<file path="config.mk">
export PLATFORM = sky130hd
export DESIGN_NAME = reset_pulse_gen
export DESIGN_NICKNAME = d
export VERILOG_FILES = /design/src/rtl/reset_pulse_gen.sv
export SDC_FILE = /design/constraint.sdc
export NUM_CORES = 1
export LEC_CHECK = 0
export CORE_ASPECT_RATIO = 1.1
export CORE_MARGIN = 2
export CORE_UTILIZATION = 45
export DETAILED_ROUTE_END_ITERATION = 7
export HOLD_SLACK_MARGIN = 0.1
export PLACE_DENSITY = 0.72
export REMOVE_ABC_BUFFERS = 1
export SYNTH_ARGS = -nofsm -noshare
export SYNTH_HDL_FRONTEND = slang
export SYNTH_SLANG_ARGS = --single-unit
</file>
<file path="constraint.sdc">
create_clock -name clock -period 3.37 [get_ports clock]
set_clock_uncertainty 0.2 [all_clocks]
set_input_delay 0.337 -clock clock [delete_from_list [all_inputs] [get_ports clock]]
set_output_delay 0.337 -clock clock [all_outputs]
set_load 0.02 [all_outputs]
</file>
<file path="src/rtl/reset_pulse_gen.sv">
// Programmable reset pulse generator: fixed power-on pulse, then pre-delay /
// duration / post-delay requests accepted over a valid/ready handshake.
module reset_pulse_gen #(
  parameter int CNT_WIDTH          = 16,
  parameter int RESET_ACTIVE_LEVEL = 1,
  parameter int POWERON_CYCLES     = 16
) (
  input  logic                 clock,
  input  logic                 reset,
  input  logic                 req_valid,
  output logic                 req_ready,
  input  logic [CNT_WIDTH-1:0] req_pre_delay,
  input  logic [CNT_WIDTH-1:0] req_duration,
  input  logic [CNT_WIDTH-1:0] req_post_delay,
  input  logic                 abort,
  output logic                 dut_reset,
  output logic                 busy,
  output logic                 done_pulse,
  output logic                 aborted,
  output logic [63:0]          cycle_count,
  output logic [15:0]          pulse_count
);

  typedef enum logic [2:0] {
    S_POWERON = 3'd0,
    S_IDLE    = 3'd1,
    S_PRE     = 3'd2,
    S_ASSERT  = 3'd3,
    S_POST    = 3'd4
  } state_t;

  localparam logic                 ACT      = (RESET_ACTIVE_LEVEL != 0) ? 1'b1 : 1'b0;
  localparam logic [CNT_WIDTH-1:0] PON_LAST = CNT_WIDTH'(POWERON_CYCLES - 1);
  localparam logic [CNT_WIDTH-1:0] ONE      = CNT_WIDTH'(1);

  state_t               state_q;
  logic [CNT_WIDTH-1:0] cnt_q;
  logic [CNT_WIDTH-1:0] pre_q, dur_q, post_q;
  logic                 lat_q;
  logic                 zero_pend_q;
  logic                 dut_reset_q, ready_q, busy_q, done_q, aborted_q;
  logic [63:0]          cycle_q;
  logic [15:0]          pulse_q;

  // lat_q holds the first phase of a request for one extra cycle, which gives
  // the one-clock offset between the handshake edge and the phase windows.
  always_ff @(posedge clock) begin
    if (reset) begin
      state_q     <= S_POWERON;
      cnt_q       <= '0;
      pre_q       <= '0;
      dur_q       <= '0;
      post_q      <= '0;
      lat_q       <= 1'b0;
      zero_pend_q <= 1'b0;
      dut_reset_q <= ACT;
      ready_q     <= 1'b0;
      busy_q      <= 1'b1;
      done_q      <= 1'b0;
      aborted_q   <= 1'b0;
      cycle_q     <= 64'd0;
      pulse_q     <= 16'd0;
    end else begin
      cycle_q   <= cycle_q + 64'd1;
      done_q    <= 1'b0;
      aborted_q <= 1'b0;
      case (state_q)
        S_POWERON: begin
          if (cnt_q == PON_LAST) begin
            state_q     <= S_IDLE;
            dut_reset_q <= ~ACT;
            ready_q     <= 1'b1;
            busy_q      <= 1'b0;
            done_q      <= 1'b1;
            if (pulse_q != 16'hFFFF) pulse_q <= pulse_q + 16'd1;
          end else begin
            cnt_q <= cnt_q + ONE;
          end
        end
        S_IDLE: begin
          if (zero_pend_q) begin
            done_q      <= 1'b1;
            zero_pend_q <= 1'b0;
          end
          if (req_valid && ready_q) begin
            pre_q  <= req_pre_delay;
            dur_q  <= req_duration;
            post_q <= req_post_delay;
            cnt_q  <= '0;
            lat_q  <= 1'b1;
            if (req_pre_delay != '0 || req_duration != '0 || req_post_delay != '0) begin
              ready_q <= 1'b0;
              busy_q  <= 1'b1;
              if (req_pre_delay != '0)     state_q <= S_PRE;
              else if (req_duration != '0) state_q <= S_ASSERT;
              else                         state_q <= S_POST;
            end else begin
              zero_pend_q <= 1'b1;
            end
          end
        end
        S_PRE, S_ASSERT, S_POST: begin
          if (abort) begin
            state_q     <= S_IDLE;
            dut_reset_q <= ~ACT;
            ready_q     <= 1'b1;
            busy_q      <= 1'b0;
            done_q      <= 1'b1;
            aborted_q   <= 1'b1;
            lat_q       <= 1'b0;
          end else if (lat_q) begin
            lat_q <= 1'b0;
            if (state_q == S_ASSERT) dut_reset_q <= ACT;
          end else if ((state_q == S_PRE    && cnt_q == pre_q - ONE) ||
                       (state_q == S_ASSERT && cnt_q == dur_q - ONE) ||
                       (state_q == S_POST   && cnt_q == post_q - ONE)) begin
            cnt_q <= '0;
            if (state_q == S_PRE && dur_q != '0) begin
              state_q     <= S_ASSERT;
              dut_reset_q <= ACT;
            end else if (state_q != S_POST && post_q != '0) begin
              state_q     <= S_POST;
              dut_reset_q <= ~ACT;
            end else begin
              state_q     <= S_IDLE;
              dut_reset_q <= ~ACT;
              ready_q     <= 1'b1;
              busy_q      <= 1'b0;
              done_q      <= 1'b1;
            end
            if (state_q == S_ASSERT && pulse_q != 16'hFFFF) pulse_q <= pulse_q + 16'd1;
          end else begin
            cnt_q <= cnt_q + ONE;
          end
        end
        default: begin
          state_q     <= S_POWERON;
          cnt_q       <= '0;
          dut_reset_q <= ACT;
          ready_q     <= 1'b0;
          busy_q      <= 1'b1;
        end
      endcase
    end
  end

  assign req_ready   = ready_q;
  assign dut_reset   = dut_reset_q;
  assign busy        = busy_q;
  assign done_pulse  = done_q;
  assign aborted     = aborted_q;
  assign cycle_count = cycle_q;
  assign pulse_count = pulse_q;

endmodule

</file>
==> flow_summary.json, run 1 <==
{
  "cp.arrival_ps": 3450,
  "synthDistinctLibCells": 66,
  "crit_fanout": 7,
  "cts.sinks": 154,
  "antenna_found_initial": 0,
  "n_antenna_cell": 0,
  "crit_type": "reg2reg",
  "syn_area_sq_um": 8340,
  "hold_slack_ps": 282,
  "final_net_count": 1326,
  "drive_gt1_share_pct": 14.5,
  "die_h_microns": 147,
  "clkSlewWorstSetupHoldPaths_ps": 70,
  "finalPower_uw": 5020,
  "dp_hpwl_mm": 16.6,
  "ir_drop_uv": 336,
  "start_util_pct": 45.6,
  "synthCells": 1076,
  "wl_mm": 23.4,
  "maxCapViolations": 0,
  "min_from": "cycle_count[0]$_SDFF_PP0_",
  "gp_congestion": 0.908,
  "design.core.area_sq_um": 18300,
  "pre_cts_ws_ps": -299,
  "worstSetupEndpointType": "register",
  "num_io_pins": 137,
  "synth-edff-count": 0,
  "grt-ovfl-total": 0,
  "grt_max_degree": 53,
  "fin_area_sq_um": 11400,
  "maxSlewHeadroom_pct": 56.4,
  "cts_tree": "done",
  "die_w_microns": 134,
  "rsz0062_at_grt": "true",
  "clk_latency_ps": 430,
  "port_buffers": 136,
  "final_max_slew_viol_count": 0,
  "finalCritPeriodShare_pct": 98.9,
  "ys_seq_elements": 154,
  "min_period_ps": 3330,
  "p_per_area_nw_per_um2": 442,
  "crit_start": "pre_q[1]$_SDFFE_PP0P_",
  "fmax_mhz": 300,
  "rows": 52,
  "setup_viol": 0,
  "worst_slack_ps": 38.2,
  "yosysWarnings": 0,
  "synthToLayoutAreaGrowth_pct": 36.2,
  "grt_pass1_vias": 8076,
  "drc": 0,
  "cts-root-buf": "clkbuf_16",
  "hold_viol_final": 0,
  "async_flop_share_pct": 0,
  "viasPerCell": 5.51,
  "hold_class": "reg2reg",
  "path_buf_inv": 4,
  "vias": 8399,
  "first_pass_iters": 7,
  "syn_avg_cell_area_sq_um": 7.75,
  "cp_common_cell": "buf_4",
  "wl_per_cell_microns": 15.4,
  "drtIter0Drc": 324,
  "die_area_sq_um": 19600,
  "yosysSeqAreaShare_pct": 37.0,
  "cts-buffers-inserted": 17,
  "dpl_cell_area_sq_um": 10400,
  "status": "completed",
  "slowest_stage": "or4b_4",
  "path_cells": "inv_2 > ha_4 > or4b_4 > buf_4 > nor3_4 > xnor2_1 > nand4_1 > a2111oi_4 > buf_4 > a311o_1 > buf_12 > o211a_1 > and3_4 > mux2_4",
  "synthFlopType": "dfxtp_1",
  "grt_pass1_wl_mm": 39.0,
  "cts_max_path_buffers": 2,
  "p_leak_uw": 0.00405,
  "cp_slowest_stage_delay_ps": 510,
  "worst_pin_slew_ps": 648,
  "start_kind": "register",
  "ant_nets": 0,
  "fin_util_pct": 62.1,
  "grt_use_total_pct": 24.2,
  "r2r_start": "pre_q[1]$_SDFFE_PP0P_",
  "htree_levels": 4,
  "cp_top_family": "simple AND/OR/NAND/NOR gates",
  "required_ps": 3490
}
## synth_stat cells, types with 3 or more instances
master,n,area (sq um)
nor2_1,129,484
a31oi_1,10,62.6
buf_2,6,30.0
inv_1,21,78.8
a21oi_1,73,365
nand3_1,50,250
and4_1,7,61.3
and3_1,24,150
xor2_1,64,561
mux2i_1,5,50.1
o211ai_1,6,45.0
dfxtp_1,154,3080
nand2b_1,10,62.6
a2111oi_0,6,52.6
a211oi_1,7,52.6
ha_1,6,75.1
a22oi_1,3,22.5
a211o_1,3,26.3
nor3_1,30,150
xnor2_1,66,578
or3_1,18,113
nand3b_1,3,22.5
nor3b_1,6,45.0
nor2b_1,9,56.3
nor4_1,26,163
or4_1,8,60.1
clkbuf_1,55,206
o2111ai_1,5,43.8
o21a_1,5,37.5
nand4_1,23,144
and2_1,12,75.1
o21ai_0,32,160
o31ai_1,3,22.5
nand2_1,150,563
## worst register-to-register path, delay by kind of cell, from the launching register on
kind | cells | cell delay [ps]
AO/OA/AOI/OAI | 3 | 620
XOR/XNOR | 1 | 150
adder cells (fa/ha/maj) | 1 | 140
buffers and inverters | 4 | 550
flip-flops | 1 | 320
multiplexers | 1 | 290
AND/OR/NAND/NOR | 4 | 970
## placed cells by master (no fill, tap or decap), types with 3 or more instances in the layout
| cell | n |
|---|---|
| dfxtp_2 | 6 |
| clkbuf_16 | 17 |
| nand2b_1 | 10 |
| a31oi_1 | 10 |
| nand3_1 | 50 |
| nand4_1 | 23 |
| and2_1 | 12 |
| buf_4 | 97 |
| clkdlybuf4s50_1 | 135 |
| o21a_1 | 5 |
| o211ai_1 | 6 |
| nor4_1 | 22 |
| nor4_2 | 4 |
| or3_1 | 17 |
| nor3_1 | 25 |
| and3_1 | 23 |
| nand2_1 | 150 |
| inv_8 | 3 |
| xnor2_1 | 65 |
| ha_1 | 5 |
| mux2i_1 | 5 |
| nand3b_1 | 3 |
| o21ai_0 | 31 |
| nor2b_1 | 8 |
| a211o_1 | 3 |
| dfxtp_1 | 148 |
| nor2_1 | 125 |
| xor2_1 | 64 |
| o2111ai_1 | 5 |
| inv_6 | 6 |
| or4_4 | 4 |
| and4_1 | 7 |
| nor3_2 | 4 |
| a21oi_1 | 71 |
| nor3b_1 | 6 |
| or4_1 | 4 |
| inv_1 | 19 |
| o31ai_1 | 3 |
| a211oi_1 | 6 |
## final cells by class
| type | instances | area [sq um] |
|---|---|---|
| Multi-Input combinational cell | 837 | 5160 |
| Tap cell | 243 | 304 |
| Clock buffer | 18 | 429 |
| Clock inverter | 14 | 149 |
| Fill cell | 1617 | 6920 |
| Sequential cell | 154 | 3090 |
| Inverter | 21 | 78.8 |
| Timing Repair Buffer | 237 | 2150 |
## through the flow
step	TNS [ps]	instances
after global routing	-1090	1524
final	0	1524
after floorplan	-6280	1012
after detailed placement	-5390	1482
after CTS	-31.4	1523
after global placement	-1760	1482
## layer usage
metal,vias to the layer above,global-route usage (%),share of wire (%)
li1,4141,-,-
met1,3938,28.6,42
met2,258,41.6,48
met3,62,6.42,6.3
met4,0,10.1,3.4
met5,-,0,0
## cell families (layout without fill, tap and decap cells)
group                    Yosys count  in the layout  synth area share (%)
XOR/XNOR                         130            130                  13.7
AND/OR/NAND/NOR                  517            517                  30.2
adder cells (fa/ha/maj)            6              6                 0.900
multiplexers                       6              6                 0.735
flip-flops                       154            154                  37.0
AO/OA/AOI/OAI                    178            178                  13.4
buffers and inverters             85            290                  4.10
## state kept, by name, summed over array words and instances, names as in the netlist, 3 cells and up
signal / count
cnt_q: 16
cycle_count: 64
dur_q: 16
post_q: 16
pre_q: 16
pulse_count: 16
state_q: 3
## what timing repair did
| item | in CTS | in global routing |
|---|---|---|
| resized for setup | 27 | 35 |
| hold endpoints to repair | 1 | 0 |
| endpoints found under the setup margin | 39 | 37 |
| pin swaps | 21 | 18 |
| gates cloned | 0 | 0 |
| buffers inserted | 8 | 1 |
| hold buffers | 1 | 0 |
## where the power goes
group / total [uW] / switching (uW) / internal (uW)
registers: 1940 / 56.7 / 1880
clock network: 1890 / 845 / 1050
logic: 1190 / 647 / 546
total: 5020 / 1550 / 3470
## final timing paths
kind                                 endpoint  slack, ps  cells after the start
hold reg to reg     cycle_count[0]$_SDFF_PP0_        280                      1
setup / recovery  pulse_count[9]$_SDFFE_PP0P_         40                     14
hold / removal      cycle_count[0]$_SDFF_PP0_        280                      1
setup reg to reg  pulse_count[9]$_SDFFE_PP0P_         40                     14
Note: power is estimated with default switching activity, not from simulation.
==> run 2, diff against run 1 <==
--- a/config.mk
+++ b/config.mk
@@ -8,6 +8,7 @@
 export CORE_ASPECT_RATIO = 1.1
 export CORE_MARGIN = 2
 export CORE_UTILIZATION = 45
+export CTS_CLUSTER_SIZE = 14
 export DETAILED_ROUTE_END_ITERATION = 7
 export HOLD_SLACK_MARGIN = 0.1
 export PLACE_DENSITY = 0.72
==> results of run 2 <==
Final layout, timing and power as in run 1 (identical DEF).
==> run 3, diff against run 2 <==
--- a/config.mk
+++ b/config.mk
@@ -11,8 +11,9 @@
 export CTS_CLUSTER_SIZE = 14
 export DETAILED_ROUTE_END_ITERATION = 7
 export HOLD_SLACK_MARGIN = 0.1
-export PLACE_DENSITY = 0.72
+export PLACE_DENSITY = 0.69
 export REMOVE_ABC_BUFFERS = 1
+export SKIP_LAST_GASP = 1
 export SYNTH_ARGS = -nofsm -noshare
 export SYNTH_HDL_FRONTEND = slang
 export SYNTH_SLANG_ARGS = --single-unit
==> constraint.sdc (replaced) <==
create_clock -name clock -period 3.65 [get_ports clock]
set_clock_uncertainty 0.2 [all_clocks]
set_input_delay 0.365 -clock clock [delete_from_list [all_inputs] [get_ports clock]]
set_output_delay 0.365 -clock clock [all_outputs]
set_load 0.02 [all_outputs]
==> run 3 against run 2 <==
Register-to-register slack gained 70 ps. Die area is the same. Sequential share of layout area grew 1.4 points. Worst hold slack lost 2.1 ps. Sequential power shrank 8%. Routed wire length shrank 2.9%. Critical endpoint is now state_q[2]$_SDFFE_PP0P_. Largest power group unchanged.
==> flow_summary.json, run 3 (same netlist as run 1, synthesis figures left out) <==
{
  "dp_hpwl_mm": 16.4,
  "wl_met1_mm": 9.82,
  "setup-tns-final_ps": 0,
  "crit_fanout": 6,
  "start_kind": "register",
  "cts-root-buf": "clkbuf_16",
  "setup_viol": 0,
  "num_io_pins": 137,
  "drtIter0Drc": 371,
  "grt_pass1_wl_mm": 37.6,
  "design.core.area_sq_um": 18300,
  "cts-buffers-inserted": 17,
  "cts_max_path_buffers": 2,
  "p_per_area_nw_per_um2": 418,
  "finalCritPeriodShare_pct": 97.0,
  "n_antenna_cell": 0,
  "worst_pin_slew_ps": 687,
  "cp_slowest_stage_delay_ps": 700,
  "p_leak_uw": 0.00377,
  "fmax_mhz": 282,
  "first_pass_iters": 5,
  "largest_reg_flops": 64,
  "maxSlewHeadroom_pct": 53.8,
  "antenna_found_initial": 0,
  "hold_viol_final": 0,
  "gp_congestion": 0.918,
  "slowest_stage": "or4b_2",
  "viasPerCell": 5.50,
  "clk_latency_ps": 430,
  "die_w_microns": 134,
  "drc": 0,
  "required_ps": 3800,
  "grt_pass1_vias": 7844,
  "maxCapViolations": 0,
  "die_area_sq_um": 19600,
  "rows": 52,
  "worstSetupEndpointType": "register",
  "htree_levels": 4,
  "final_max_slew_viol_count": 0,
  "crit_start": "pre_q[1]$_SDFFE_PP0P_",
  "reg2reg_slack_ps": 110,
  "r2r_start": "pre_q[1]$_SDFFE_PP0P_",
  "crit_type": "reg2reg",
  "status": "completed",
  "drive_gt1_share_pct": 8.50,
  "post_cts_buffers": 0,
  "dr_wl_met2_mm": 11.1,
  "wl_mm": 22.8,
  "cts.sinks": 154,
  "dpl_cell_area_sq_um": 10200,
  "cp.arrival_ps": 3690,
  "clkSlewWorstSetupHoldPaths_ps": 70,
  "layout_common_cells": "dfxtp_1, nand2_1, clkdlybuf4s50_1, nor2_1, a21oi_1",
  "start_util_pct": 45.6,
  "min_from": "pre_q[15]$_SDFFE_PP0P_",
  "grt_max_degree": 61,
  "fin_area_sq_um": 10800,
  "min_period_ps": 3540,
  "grt_use_total_pct": 23.4,
  "hold_class": "reg2reg",
  "wl_per_cell_microns": 15.4,
  "synthToLayoutAreaGrowth_pct": 29.3,
  "ant_nets": 0,
  "port_buffers": 136,
  "topRoutingLayerUsed": "met4",
  "die_h_microns": 147,
  "cts_tree": "done",
  "grt-ovfl-total": 0,
  "vias": 8135,
  "final_net_count": 1280,
  "dr_wl_met3_mm": 1.35,
  "ir_drop_uv": 323,
  "rsz0062_at_grt": "true",
  "path_cells": "inv_1 > ha_1 > or4b_2 > nor4_1 > xnor2_1 > o21ai_0 > a2111oi_2 > a311o_1 > buf_4 > a22oi_4 > or4_1 > a21oi_1",
  "final_common_cell": "dfxtp_1"
}
[run 3: changes by cell type in the layout (fill, tap and decap cells not counted), moves of 3 or more]
cell	previous run	this run
or4_4	4	0
buf_4	97	55
dfxtp_1	148	154
dfxtp_2	6	0
nor2_1	125	128
a2111oi_0	0	3
or4_1	4	8
nor3_2	4	1
nor4_1	22	25
nor3_1	25	29
[run 3: repair_timing]
action	4_1_cts	5_1_grt
endpoints found under the setup margin	1	26
hold buffers	1	0
resized for setup	1	9
pin swaps	0	0
gates cloned	0	0
hold endpoints to repair	20	0
[run 3: where the power goes]
part | leakage, uW | switching [uW] | internal, uW
Sequential | 0.00124 | 54.4 | 1730
Combinational | 0.00225 | 539 | 414
Clock | 0.000288 | 769 | 995
Total | 0.00377 | 1360 | 3140
[run 3: worst paths after layout]
check / endpoint / cells past startpoint
hold / removal: pre_q[15]$_SDFFE_PP0P_ / 2
setup reg to reg: state_q[2]$_SDFFE_PP0P_ / 12
hold reg to reg: pre_q[15]$_SDFFE_PP0P_ / 2
setup / recovery: state_q[2]$_SDFFE_PP0P_ / 12
[run 3: through the flow]
step	total power [uW]	util, %	std cells	hold WS [ps]	worst slack (ps)
finish	4510	59.0	1478	280	109
global route	4710	59.0	1478	308	-55.7
CTS	4530	58.8	1478	285	25.7
detailed placement	2750	55.5	1445	271	-5.93
global placement	2750	55.5	1445	262	99.2
floorplan	2380	-	1012	232	-75.2
[run 3: cell type report]
| class | count | area, sq um |
|---|---|---|
| clock inverters | 13 | 133 |
| well taps | 243 | 304 |
| multi-input cells | 837 | 4950 |
| fillers | 1672 | 7500 |
| repair buffers | 191 | 1770 |
| inverters | 21 | 78.8 |
| flip-flops and latches | 154 | 3080 |
| clock buffers | 19 | 453 |
[run 3: worst max-delay path, delay by kind of cell (launching register included)]
family	cells	cell delay, ps
flip-flops	1	330
buffers and inverters	2	240
AO/OA/AOI/OAI	5	840
AND/OR/NAND/NOR	3	1550
XOR/XNOR	1	170
adder cells (fa/ha/maj)	1	140
[run 3: per-layer routing]
metal  track usage [%]  vias to the layer above
met3              5.49                       34
li1                  -                     4054
met2              40.7                      197
met4              9.04                        0
met1              27.9                     3850
met5                 0                        -
